## src/rtl/qar_pwm.sv

```systemverilog
// qar_pwm: two-channel PWM timer on the QAR MMIO bus (word addressed).
// A shared prescaler and period counter drive two compare channels. PERIOD and
// DUTYn writes go to pending registers. The active copies reload from them at
// each period wrap, which keeps the outputs glitch-free.
//
// Ports:
//   clk, rst_n          clock, asynchronous active-low reset
//   write_en, read_en   register write / read strobes
//   addr_word [4:0]     register word offset
//   wdata [31:0]        write data
//   rdata [31:0]        combinational read data (0 if not reading or unmapped)
//   pwm0, pwm1          registered PWM outputs
//   irq                 wrap interrupt, IRQ_EN & IRQ_STATUS
module qar_pwm #(
    parameter int unsigned CNT_WIDTH   = 16,
    parameter int unsigned PRESC_WIDTH = 8
) (
    input  logic        clk,
    input  logic        rst_n,
    input  logic        write_en,
    input  logic        read_en,
    input  logic [4:0]  addr_word,
    input  logic [31:0] wdata,
    output logic [31:0] rdata,
    output logic        pwm0,
    output logic        pwm1,
    output logic        irq
);

    logic                   en_q, inv0_q, inv1_q;
    logic [PRESC_WIDTH-1:0] presc_q, pcnt_q;
    logic [CNT_WIDTH-1:0]   period_q, duty0_q, duty1_q;
    logic [CNT_WIDTH-1:0]   top_act_q, duty0_act_q, duty1_act_q, cnt_q;
    logic                   irq_en_q, irq_sts_q, irq_sts_d;
    logic                   pwm0_q, pwm1_q;
    logic                   tick, wrap, load_shadow, clr_sts;

    // Upper write-data bits beyond each field are ignored.
    logic unused_wdata;
    assign unused_wdata = ^wdata;

    assign tick        = en_q && (pcnt_q == presc_q);
    assign wrap        = tick && (cnt_q == top_act_q);
    // Reloading every cycle while disabled makes configuration before enable immediate.
    assign load_shadow = wrap || !en_q;
    assign clr_sts     = write_en && (addr_word == 5'd7) && wdata[0];

    // Programmable registers.
    always_ff @(posedge clk or negedge rst_n) begin
        if (!rst_n) begin
            en_q     <= 1'b0;
            inv0_q   <= 1'b0;
            inv1_q   <= 1'b0;
            presc_q  <= '0;
            period_q <= '0;
            duty0_q  <= '0;
            duty1_q  <= '0;
            irq_en_q <= 1'b0;
        end else if (write_en) begin
            case (addr_word)
                5'd0: begin
                    en_q   <= wdata[0];
                    inv0_q <= wdata[1];
                    inv1_q <= wdata[2];
                end
                5'd1:    presc_q  <= wdata[PRESC_WIDTH-1:0];
                5'd2:    period_q <= wdata[CNT_WIDTH-1:0];
                5'd3:    duty0_q  <= wdata[CNT_WIDTH-1:0];
                5'd4:    duty1_q  <= wdata[CNT_WIDTH-1:0];
                5'd6:    irq_en_q <= wdata[0];
                default: ;
            endcase
        end
    end

    // A wrap in the same cycle as a write-1-to-clear keeps the flag set.
    always_comb begin
        irq_sts_d = irq_sts_q;
        if (clr_sts) irq_sts_d = 1'b0;
        if (wrap)    irq_sts_d = 1'b1;
    end

    always_ff @(posedge clk or negedge rst_n) begin
        if (!rst_n) irq_sts_q <= 1'b0;
        else        irq_sts_q <= irq_sts_d;
    end

    // Active copies. A pending write on the wrap cycle is not visible here
    // until the following wrap.
    always_ff @(posedge clk or negedge rst_n) begin
        if (!rst_n) begin
            top_act_q   <= '0;
            duty0_act_q <= '0;
            duty1_act_q <= '0;
        end else if (load_shadow) begin
            top_act_q   <= period_q;
            duty0_act_q <= duty0_q;
            duty1_act_q <= duty1_q;
        end
    end

    // Prescaler and period counter are held at zero while disabled.
    always_ff @(posedge clk or negedge rst_n) begin
        if (!rst_n) begin
            pcnt_q <= '0;
            cnt_q  <= '0;
        end else if (!en_q) begin
            pcnt_q <= '0;
            cnt_q  <= '0;
        end else if (tick) begin
            pcnt_q <= '0;
            cnt_q  <= wrap ? '0 : cnt_q + CNT_WIDTH'(1);
        end else begin
            pcnt_q <= pcnt_q + PRESC_WIDTH'(1);
        end
    end

    // Outputs lag the counter by one clock. When disabled they sit at the INVn idle level.
    always_ff @(posedge clk or negedge rst_n) begin
        if (!rst_n) begin
            pwm0_q <= 1'b0;
            pwm1_q <= 1'b0;
        end else begin
            pwm0_q <= (en_q && (cnt_q < duty0_act_q)) ^ inv0_q;
            pwm1_q <= (en_q && (cnt_q < duty1_act_q)) ^ inv1_q;
        end
    end

    assign pwm0 = pwm0_q;
    assign pwm1 = pwm1_q;
    assign irq  = irq_en_q & irq_sts_q;

    always_comb begin
        rdata = '0;
        if (read_en) begin
            case (addr_word)
                5'd0:    rdata = {29'd0, inv1_q, inv0_q, en_q};
                5'd1:    rdata = 32'(presc_q);
                5'd2:    rdata = 32'(period_q);
                5'd3:    rdata = 32'(duty0_q);
                5'd4:    rdata = 32'(duty1_q);
                5'd5:    rdata = 32'(cnt_q);
                5'd6:    rdata = {31'd0, irq_en_q};
                5'd7:    rdata = {31'd0, irq_sts_q};
                default: rdata = '0;
            endcase
        end
    end

endmodule
```

## config.mk

```make
export PLATFORM = sky130hd
export DESIGN_NAME = qar_pwm
export DESIGN_NICKNAME = d
export VERILOG_FILES = /design/src/rtl/qar_pwm.sv
export SDC_FILE = /design/constraint.sdc
export NUM_CORES = 1
export LEC_CHECK = 0
export ABC_AREA = 1
export CORE_ASPECT_RATIO = 0.75
export CORE_MARGIN = 8
export CORE_UTILIZATION = 50
export CTS_CLUSTER_SIZE = 40
export DETAILED_ROUTE_END_ITERATION = 16
export PLACE_DENSITY = 0.74
export SLEW_MARGIN = 25
export SYNTH_ARGS = -nofsm -noshare
export SYNTH_HDL_FRONTEND = slang
export SYNTH_SLANG_ARGS = --single-unit
export TNS_END_PERCENT = 30
```

## constraint.sdc

```tcl
create_clock -name clk -period 1.7 [get_ports clk]
set_input_delay 0.34 -clock clk [delete_from_list [all_inputs] [get_ports clk]]
set_output_delay 0.34 -clock clk [all_outputs]
set_load 0.1 [all_outputs]
```

==> results.toml <==
[critical_path]
r2r_slack_ns = -0.20
crit_fanout = 5
cp-endpoint = "rdata[7]"
startpoint = "addr_word[4]"
r2r-end = "duty1_act_q[13]$_DFFE_PN0P_"
reg2reg_from = "pcnt_q[6]$_DFF_PN0_"
rr_worst_depth = 11
criticalPathCategory = "in2out"
endpoint_kind = "output port"
worstPathArrival_ns = 1.64
worstPathRequired_ns = 1.36
startpoint_type = "primary input"

[cells_and_area]
stdcell_count = 1382
final_util_pct = 72.54
layout-drive-gt1-share_pct = 27.27
nets = 1238
fin_area_sq_mm = 0.01090
synthToLayoutAreaGrowth_pct = 43.33
diodes = 0

[yosys]
synth.area.mux_share_pct = 0
yosysSeqAreaShare_pct = 44.42
synth.area.top_cells = "dfrtp_1, nand2_1, ha_1"
netlist_area_sq_mm = 0.007606
synth_cell_types = 33
ys_ff_latch = 135
netlist.area_leader.share_pct = 44.42
synth_ff_type = "dfrtp_1"
synth_xor_area_share_pct = 2.418
synth_edf_count = 0
synth_top_family_by_area = "simple AND/OR/NAND/NOR gates"
async_reset_ff_share_pct = 100.0
synth_area_per_cell_sq_um = 7.392
yosys.area.top_type = "dfrtp_1"
yosys_warnings = 0
yosys.area_share.simple_pct = 29.89
synthAdderAreaFrac_pct = 5.264
netlist_instances = 1029
synth_compound_area_share_pct = 8.143

[placement]
pre_cts_slack_ns = -0.6578
numPortBuffers = 43
dp_hpwl_mm = 16.09
dp.cells = 1313
gp_congestion = 0.9073
detailed_place.area_sq_mm = 0.009298

[floorplan]
start_util_pct = 50.61
fp-row-count = 39
io_pins = 76
die_area_sq_mm = 0.01946
dieWidth_um = 158.4
die_y_um = 122.8
core-area_sq_mm = 0.01503

[sta]
period_share_pct = 116.3
fin_setup_tns_ns = -10.96
hold_viol_final = 0
fin_ws_ns = -0.2767
whs_ns = 0.3870
rsz0062_at_grt = "true"
fmaxAchievable_ghz = 0.5059
fin_worst_skew_ns = 0.01154
final_max_slew_viol_count = 0
setup_violations = 70
final.min_clock_period_ns = 1.977

[drt]
drt_iter0_markers = 778
drc = 0
wire_per_inst_um = 18.12
postRouteAntennaNets = 0
routed_wl_mm = 25.05
first_pass_iters = 5
vias = 7596
vias_per_cell = 5.496

[global_route]
grt_use_total_pct = 26.39
grt_pass1_wl_mm = 39.16
grt_max_degree = 37
grt_pass1_vias = 7273
grt-ovfl-total = 0
antenna_found_initial = 1

[power]
leakage_nw = 5.493
total_power_mw = 11.37
ir_worst_vdd_v = 0.0009393
power_density_mw_per_mm2 = 1043

[run]
cap_violations = 0

[min_path]
hp-class = "in2reg"

[clocking]
insertion_delay_ns = 0.43
cts_sinks = 135
cts_tree = "built"
tritoncts.num_buffers = 17
clockBufferDepth = 2
htreeDepth = 4
clk_pin_slew_worst_paths_ns = 0.06
cts_root_buf = "clkbuf_16"

[outcome]
violations = "negative setup slack"
status = "complete, but fails checks"
## state kept, by name, indices dropped and copies added (netlist names)
| signal | cells |
|---|---|
| cnt_q | 16 |
| duty0_act_q | 16 |
| duty0_q | 16 |
| duty1_act_q | 16 |
| duty1_q | 16 |
| en_q | 1 |
| inv0_q | 1 |
| inv1_q | 1 |
| irq_en_q | 1 |
| irq_sts_q | 1 |
| pcnt_q | 8 |
| period_q | 16 |
| presc_q | 8 |
| pwm0 | 1 |
| pwm1 | 1 |
| top_act_q | 16 |
## how the worst min path moves through the flow
stage,startpoint,slack (ns),depth (start not counted),endpoint
detailed placement,rst_n,0.28,1,cnt_q[15]$_DFFE_PN0P_
CTS,addr_word[0],0.37,6,irq_sts_q$_DFFE_PN0P_
global placement,rst_n,0.28,1,pwm0$_DFF_PN0_
finish,addr_word[0],0.39,6,irq_sts_q$_DFFE_PN0P_
floorplan,rst_n,0.04,0,cnt_q[0]$_DFFE_PN0P_
global route,rst_n,0.43,2,cnt_q[12]$_DFFE_PN0P_
## cells by family after synthesis
family,count (synthesis)
AOI/OAI and AO/OA,111
buffers and inverters,172
other,1
and+or+nand+nor,557
DFF,135
adders and majority gates,32
xor gates and xnor gates,21
## cells in the mapped netlist (all sizes together) (2+ instances only)
cell    number
o21ai       71
buf         39
nor2        66
nand3b       4
xnor2        8
a41oi        8
inv        112
a211oi       4
a21oi       16
a21o         2
a31oi        5
nand3       77
nand4       24
dfrtp      135
clkbuf      20
nor3         3
xor2        13
o21a         2
ha          32
nand2      383
## where the power goes
part / switching, mW / internal, mW / leakage (nW)
sequential: 0.619 / 3.80 / 1.76
combinational: 1.94 / 1.24 / 3.45
clock: 1.58 / 2.19 / 0.277
total: 4.13 / 7.23 / 5.49
## worst max-delay path, stage by stage
cell and delay, ns:
buf_6 0.09, nor2_4 0.15, nand2_4 0.09, nor2_4 0.15, buf_12 0.13, buf_12 0.13
nand2_4 0.04, nand2_2 0.06, a21oi_2 0.04, a31oi_4 0.19, buf_12 0.20
## what timing repair did
action,4_1_cts,5_1_grt
endpoints found under the hold margin,32,0
pin swaps,41,32
setup buffers,23,8
hold buffers,1,0
setup endpoints to repair,89,91
gates cloned,8,1
resized for setup,119,75
## metal layers
layer,global-route usage [%],vias to the layer above,routed length (um)
met5,0,-,15
met4,7.991,2,660
met3,6.334,58,2794
met2,38.07,433,10700
met1,38.49,3577,10870
li1,-,3526,-
## cell type report
cell class,instances,area (sq um)
Clock buffer,17,425.4
Clock inverter,14,165.2
Fill cell,1050,4128
Inverter,113,435.4
Multi-Input combinational cell,737,4270
Sequential cell,135,3388
Tap cell,205,256.5
Timing Repair Buffer,161,1961
## layout by cell type, fill, tap and decap left out, types with 7 or more instances in the layout
| cell type | count |
|---|---|
| inv_2 | 15 |
| nand2_2 | 36 |
| buf_6 | 21 |
| nand4_1 | 24 |
| nand2_1 | 331 |
| buf_12 | 40 |
| dfrtp_2 | 8 |
| a21oi_1 | 10 |
| nor2_1 | 51 |
| nor2_2 | 7 |
| buf_4 | 69 |
| clkdlybuf4s50_1 | 18 |
| a41oi_4 | 8 |
| conb_1 | 16 |
| dfrtp_1 | 127 |
| ha_1 | 30 |
| nand3_1 | 52 |
| nor2_4 | 8 |
| o21ai_0 | 63 |
| nand2_4 | 15 |
| xnor2_1 | 7 |
| xor2_1 | 13 |
| nand3_2 | 23 |
| clkbuf_16 | 18 |
| inv_1 | 95 |
No activity file was read; power rests on OpenSTA's default activity.
